==> src/rtl/conv_ddr_packer.sv <==
// Packs the 144-bit convolution output stream LSB-first into 256-bit DDR write words,
// with output backpressure, zero-padded flush and a sticky overflow flag.
// Optional build macro CONV_DDR_PACKER_STATS_EN adds word_cnt/beat_cnt statistics outputs.
module conv_ddr_packer #(
  parameter int IN_WIDTH  = 144,
  parameter int OUT_WIDTH = 256,
  parameter int ACC_WIDTH = 400,
  parameter int CNT_WIDTH = 9
) (
  input  logic                 clk,
  input  logic                 rst,
  input  logic [IN_WIDTH-1:0]  conv_data_in,
  input  logic                 conv_valid_in,
  output logic                 conv_ready_out,
  input  logic                 flush,
  output logic [OUT_WIDTH-1:0] ddr_data_out,
  output logic                 ddr_valid_out,
  input  logic                 ddr_ready_in,
  output logic                 ddr_last_out,
  output logic                 flush_done,
  output logic                 ovf
`ifdef CONV_DDR_PACKER_STATS_EN
  ,
  output logic [31:0]          word_cnt,
  output logic [31:0]          beat_cnt
`endif
);

  localparam logic [CNT_WIDTH-1:0] OUT_W_C = CNT_WIDTH'(OUT_WIDTH);
  localparam logic [CNT_WIDTH-1:0] IN_W_C  = CNT_WIDTH'(IN_WIDTH);

  typedef enum logic {RUN, FLUSH} state_t;

  state_t                 state;
  logic [ACC_WIDTH-1:0]   acc, acc_shift, acc_next;
  logic [CNT_WIDTH-1:0]   cnt, cnt_shift, cnt_next;
  logic                   full, pad, out_free, emit, accept;

  // NOTE: every signal gets a default at the top of always_comb so no path leaves it
  // unassigned; a missing default would infer a latch.
  always_comb begin
    full           = (cnt >= OUT_W_C);
    pad            = (state == FLUSH) && (cnt != '0) && !full;
    out_free       = !ddr_valid_out || ddr_ready_in;
    emit           = (full || pad) && out_free;
    conv_ready_out = (state == RUN) && (!full || emit);
    accept         = conv_valid_in && conv_ready_out;

    acc_shift = emit ? (acc >> OUT_WIDTH) : acc;
    cnt_shift = cnt;
    if (emit) cnt_shift = full ? (cnt - OUT_W_C) : '0;

    // A beat lands above whatever survives this cycle's emit shift.
    acc_next = acc_shift;
    cnt_next = cnt_shift;
    if (accept) begin
      acc_next = acc_shift | (ACC_WIDTH'(conv_data_in) << cnt_shift);
      cnt_next = cnt_shift + IN_W_C;
    end
  end

  // NOTE: state registers use non-blocking assignments so every register samples the
  // pre-edge values computed above, independent of statement order.
  always_ff @(posedge clk or posedge rst) begin
    if (rst) begin
      state         <= RUN;
      acc           <= '0;
      cnt           <= '0;
      ddr_data_out  <= '0;
      ddr_valid_out <= 1'b0;
      ddr_last_out  <= 1'b0;
      flush_done    <= 1'b0;
      ovf           <= 1'b0;
    end else begin
      acc        <= acc_next;
      cnt        <= cnt_next;
      flush_done <= 1'b0;

      if (emit) begin
        ddr_data_out  <= acc[OUT_WIDTH-1:0];
        ddr_valid_out <= 1'b1;
        ddr_last_out  <= (state == FLUSH) && (cnt_shift == '0);
      end else if (ddr_valid_out && ddr_ready_in) begin
        ddr_valid_out <= 1'b0;
        ddr_last_out  <= 1'b0;
      end

      if (conv_valid_in && !conv_ready_out) ovf <= 1'b1;

      case (state)
        RUN:   if (flush) state <= FLUSH;
        // Done once the accumulator is empty and no word is still waiting for DDR.
        FLUSH: if (cnt == '0 && out_free) begin
          flush_done <= 1'b1;
          state      <= RUN;
        end
        default: state <= RUN;
      endcase
    end
  end

`ifdef CONV_DDR_PACKER_STATS_EN
  always_ff @(posedge clk or posedge rst) begin
    if (rst) begin
      word_cnt <= '0;
      beat_cnt <= '0;
    end else begin
      if (ddr_valid_out && ddr_ready_in) word_cnt <= word_cnt + 32'd1;
      if (accept)                        beat_cnt <= beat_cnt + 32'd1;
    end
  end
`endif

endmodule
==> config.mk <==
export PLATFORM = sky130hd
export DESIGN_NAME = conv_ddr_packer
export DESIGN_NICKNAME = d
export VERILOG_FILES = /design/src/rtl/conv_ddr_packer.sv
export SDC_FILE = /design/constraint.sdc
export NUM_CORES = 2
export LEC_CHECK = 0
export BUFFER_PORTS_ARGS = -buffer_cell sky130_fd_sc_hd__buf_2
export CAP_MARGIN = 10
export CORE_MARGIN = 2
export CORE_UTILIZATION = 40
export CTS_BUF_LIST = sky130_fd_sc_hd__clkbuf_16
export DETAILED_ROUTE_END_ITERATION = 10
export PLACE_DENSITY = 0.61
export SETUP_SLACK_MARGIN = 0.4
export SLEW_MARGIN = 10
export SYNTH_ARGS = -nofsm -noshare
export SYNTH_HDL_FRONTEND = slang
export SYNTH_SLANG_ARGS = --single-unit
==> constraint.sdc <==
create_clock -name clk -period 23.5 [get_ports clk]
set_input_delay 3.525 -clock clk [delete_from_list [all_inputs] [get_ports clk]]
set_output_delay 3.525 -clock clk [all_outputs]
set_load 0.02 [all_outputs]
======== Word level (Yosys, flattened, before mapping) ========
Index checks and enable logic that the tools add are counted.
word-level totals
  memories ................................ 0
  bits in latches ......................... 0
  logic and storage cells ................. 46
  bits in read-only memories .............. 0
  flip-flop bits (word level) ............. 670
  input port bits ......................... 149
  output and inout port bits .............. 261
  bits in writable memories ............... 0
cells by class
  $add $sub $neg .......................... 2
  multipliers ............................. 0
  equality and inequality tests ........... 0
  divide/modulo/power cells ............... 0
  shift-type cells ........................ 1
  multiplexer cells ....................... 13
  order comparisons ....................... 1
  reductions and logical operators ........ 19
  bitwise operators ....................... 2
operator list
  operator               count
  $mux W400              2
  $or A400 B400 Y400     1
  $shl A144 B9 Y400      1
  $mux W9                3
  $logic_not A9 Y1       2
  $add A9 B8 Y9 const B  1
  $ge A9 B9 Y1 const B   1
  $logic_and A1 B1 Y1    9
  $reduce_bool A9 Y1     1
  $sub A9 B9 Y9 const B  1
  $mux W1                7
  $logic_not A1 Y1       3
  $logic_or A1 B1 Y1     3
  $pmux W1 S2            1
  $reduce_bool A2 Y1     1
  $not A1 Y1             1

======== Longest topological paths before layout ========
  depth in word-level cells ............... 9
  depth in mapped cells ................... 15
  gate-level depth less buffers ........... 10

======== Worst setup path after synthesis ========
Ideal clock, no wire load.
  kind .................................... input to output
  start ................................... in ddr_ready_in
  end ..................................... out conv_ready_out
  arrival ................................. 4.442 ns
  path slack .............................. 15.533 ns
  cell stages on the path ................. 5
  path buffers ............................ 3
  cell sequence ........................... nor2b_1 buf_6 buf_2 clkbuf_1 a21oi_1
on the way
  word-level cells in the longest chain between the ends .. 4
RTL lines
  element              line  text
  start: declaration   18    input logic ddr_ready_in,
  $logic_or A1 B1 Y1   44    out_free = !ddr_valid_out || ddr_ready_in;
  $logic_and A1 B1 Y1  45    emit = (full || pad) && out_free;
  $logic_or A1 B1 Y1   46    conv_ready_out = (state == RUN) && (!full || emit);
  $logic_and A1 B1 Y1  46
  end: declaration     14    output logic conv_ready_out,
Every way passes these cells.

======== Final worst setup path ========
Same ends and word-level chain as after synthesis.

==> results.md <==
- Status: complete, no violations
- Critical path's top delay family: buffers and inverters
- Number of distinct library cells after synthesis: 93
- Root Driver: clkbuf_16
- Slowest cell on the critical path: nor2b_4
- WL/cell: 41.3 µm
- CTS tree: done
- H-tree Lvls: 3
- YS warnings: 0
- Buffer count from post-CTS setup fixing: 0
- Syn Inst Count: 5,446
- Unrepaired setup endpoints after global routing: no
- Hold_buf cts: 0
- Period Utilization, post-route: 37.5%
- # IOs: 410
- Synthesized area per cell: 8.08 µm²
- Cell Area, Synth: 0.0440 mm²
- Starting DRT DRC Count: 8,303
- Post-CTS Resized: 0
- Final nets: 5,783
- CTS sink cnt: 670
- Vias per cell: 7.12
- Setup crit start kind: input pin
- Die Height: 336 µm
- Number of global-route vias before repair: 46,500
- Final hold vios: 0
- CP Cell Sequence: buf_2 > nor2b_4 > buf_12 > a21oi_1 > buf_2
- CTS buffer count: 76
- Max Root-Sink Buffers: 3
- Row cnt: 121
- Via count: 50,700
- Setup TNS: 0 ns
- Worst-path fanout max: 86
- Synth Flop Type: dfrtp_1
- Sequential share of the synthesized area: 38.1%
- Slew headroom: 3.30%
- Post-synth EDFFs: 0
- Routability cong.: 1.08
- Filler cells: 11,100
- WP buf/inv: 3
- Slowest cell delay on critical path: 0.74 ns
- First-pass GRT wire length: 398 mm
- Placement Setup Slack: 14.60 ns
- Final WL: 294 mm
- Antenna violations before repair: 27
- Clock Latency Late Sink: 0.69 ns
- Antenna Violating Nets Remaining: 0
- Worst setup margin: 14.69 ns
- Fin. max-slew vios: 0
- Fraction of layout cells with a size suffix above 1: 15.6%
- Slew @ Worst Pin: 1.45 ns
- Hold WC Path Type: reg2reg
- Area delta synth->final: 12.9%
- Setup Skew: 0.0452 ns
- Number of iterations in the first detailed-routing pass: 8
- IO buf count: 409
- Final count of negative-setup-slack endpoints: 0
- Clk slew on worst S/H paths: 0.06 ns
- WS Path Type: in2out
- Gr ovfl total: 0
- Async SR Flop Fraction: 100%
- F_max: 113 MHz
- Die Wd: 336 µm
- Core area: 0.109 mm²
- GRT Total Usage: 50.8%
- Worst vdd rail ir drop: 0.162 mV
- Req. time, crit path: 19.98 ns
- Drt drc: 0
- Largest net degree at the start of global routing: 215
- Critical path arrival: 5.29 ns
- Starting Density: 40.4%
- Synthesized Nets: 5,597
- Final HPWL DP: 214 mm
- Die area: 0.113 mm²
- Fin crit period: 8.81 ns
- Leak: 22.1 nW
- Max Cap Violations: 0
- CP endpoint kind: primary output
- Worst path most repeated cell: buf_2
- Yosys reg bits: 670
- Pwr per Cell Area: 147 mW/mm²
## synth_stat cells (all sizes together) (26+ instances only)
| cell type | count | area share, % |
|---|---|---|
| mux2i | 252 | 5.8 |
| mux2 | 56 | 1.4 |
| a211oi | 70 | 1.2 |
| nor2b | 34 | 0.50 |
| a22oi | 144 | 2.5 |
| clkbuf | 199 | 1.7 |
| nor3 | 46 | 0.52 |
| o221ai | 116 | 2.3 |
| a32oi | 26 | 0.53 |
| a22o | 62 | 1.2 |
| a221o | 34 | 0.77 |
| a221oi | 69 | 1.5 |
| nand2 | 1198 | 10 |
| o211ai | 92 | 1.6 |
| buf | 296 | 3.6 |
| nor2 | 543 | 4.7 |
| a21oi | 281 | 3.3 |
| a21o | 37 | 0.63 |
| a2bb2oi | 38 | 0.76 |
| o22ai | 208 | 3.0 |
| a211o | 59 | 1.2 |
| dfrtp | 670 | 38 |
| o21ai | 389 | 4.5 |
| nand3 | 93 | 1.1 |
| inv | 26 | 0.22 |
## worst min-delay path: stages (launching register included)
cell and delay (ns):
dfrtp_1 0.34, nand2_1 0.05, nand2_1 0.04
## cells in the final DEF (no fill, tap or decap), types with 28 or more instances in the layout
cell / synthesis / routed
mux2i_1: 251 / 247
nor2_1: 541 / 529
o21ai_1: 27 / 28
inv_1: 21 / 32
a22oi_1: 143 / 143
a22o_1: 61 / 61
a2bb2oi_1: 38 / 35
nor2b_1: 33 / 31
a211o_1: 59 / 59
dfrtp_1: 670 / 668
a221o_1: 34 / 34
buf_2: 210 / 409
mux2_2: 56 / 56
o22ai_1: 208 / 208
o221ai_1: 115 / 115
nor3_1: 46 / 45
a211oi_1: 67 / 66
o211ai_1: 91 / 91
nand2_1: 1197 / 1193
a221oi_1: 62 / 62
a21oi_1: 275 / 269
buf_4: 22 / 187
nand3_1: 93 / 93
clkbuf_16: 0 / 76
o21ai_0: 357 / 352
a21o_1: 37 / 37
## layer usage
metal | up-vias | wire, µm | track usage (%)
li1 | 20400 | - | -
met1 | 25000 | 111000 | 63.8
met2 | 4234 | 116000 | 69.6
met3 | 1053 | 38600 | 19.1
met4 | 14 | 28400 | 40.0
met5 | - | 92 | 0.809
## registers in the layout, indices dropped and copies added, names as in the netlist
register / cells
cnt: 9
ddr_valid_out: 1
acc: 400
ddr_data_out: 256
ovf: 1
state: 1
ddr_last_out: 1
flush_done: 1
## kinds of logic after synthesis
kind of cell / Yosys count / share of synthesized area (%)
compound gates: 1879 / 29.9
buf+inv: 521 / 5.51
xor+xnor: 3 / 0.0597
simple gates: 2060 / 19.1
fa+ha+maj: 2 / 0.0568
flops: 670 / 38.1
mux: 311 / 7.34
## worst paths after layout
path / slack, ns / from / endpoint / cells past startpoint
max in group asynchronous: 17.08 / rst / acc[215] / 5
max reg2reg: 16.97 / state / acc[153] / 12
max: 14.69 / ddr_ready_in / conv_ready_out / 5
min: 0.46 / acc[20] / ddr_data_out[20] / 2
min in group asynchronous: 2.96 / rst / ddr_data_out[23] / 2
min reg2reg: 0.46 / acc[20] / ddr_data_out[20] / 2
## cell type report
type	count	area [µm²]	share of cell area, %
clock buffers	76	1900	3.83
diodes	21	52.6	0.106
well taps	1414	1770	3.56
inverters	26	114	0.229
flip-flops and latches	670	16800	33.7
multi-input cells	4255	25100	50.4
repair buffers	603	3590	7.22
clock inverters	54	428	0.861
## report_power, final
part / leakage [nW] / internal (mW) / total, mW / switching [mW]
combinational: 12.1 / 1.02 / 4.20 / 3.19
clock: 1.20 / 0.627 / 1.16 / 0.535
sequential: 8.83 / 1.56 / 1.95 / 0.389
total: 22.1 / 3.20 / 7.31 / 4.11
## metrics by stage
| step | hold slack [ns] | power, mW | std cells | util, % | area [µm²] |
|---|---|---|---|---|---|
| floorplan | 0.430 | 4.01 | 5446 | - | 44000 |
| global placement | 0.448 | 5.89 | 6967 | 43.4 | 47300 |
| detailed placement | 0.452 | 5.89 | 6968 | 43.4 | 47300 |
| CTS | 0.465 | 7.05 | 7098 | 45.5 | 49600 |
| global route | 0.479 | 7.46 | 7102 | 45.6 | 49700 |
| finish | 0.460 | 7.31 | 7119 | 45.6 | 49700 |
Power figures use the tool's default switching activity.
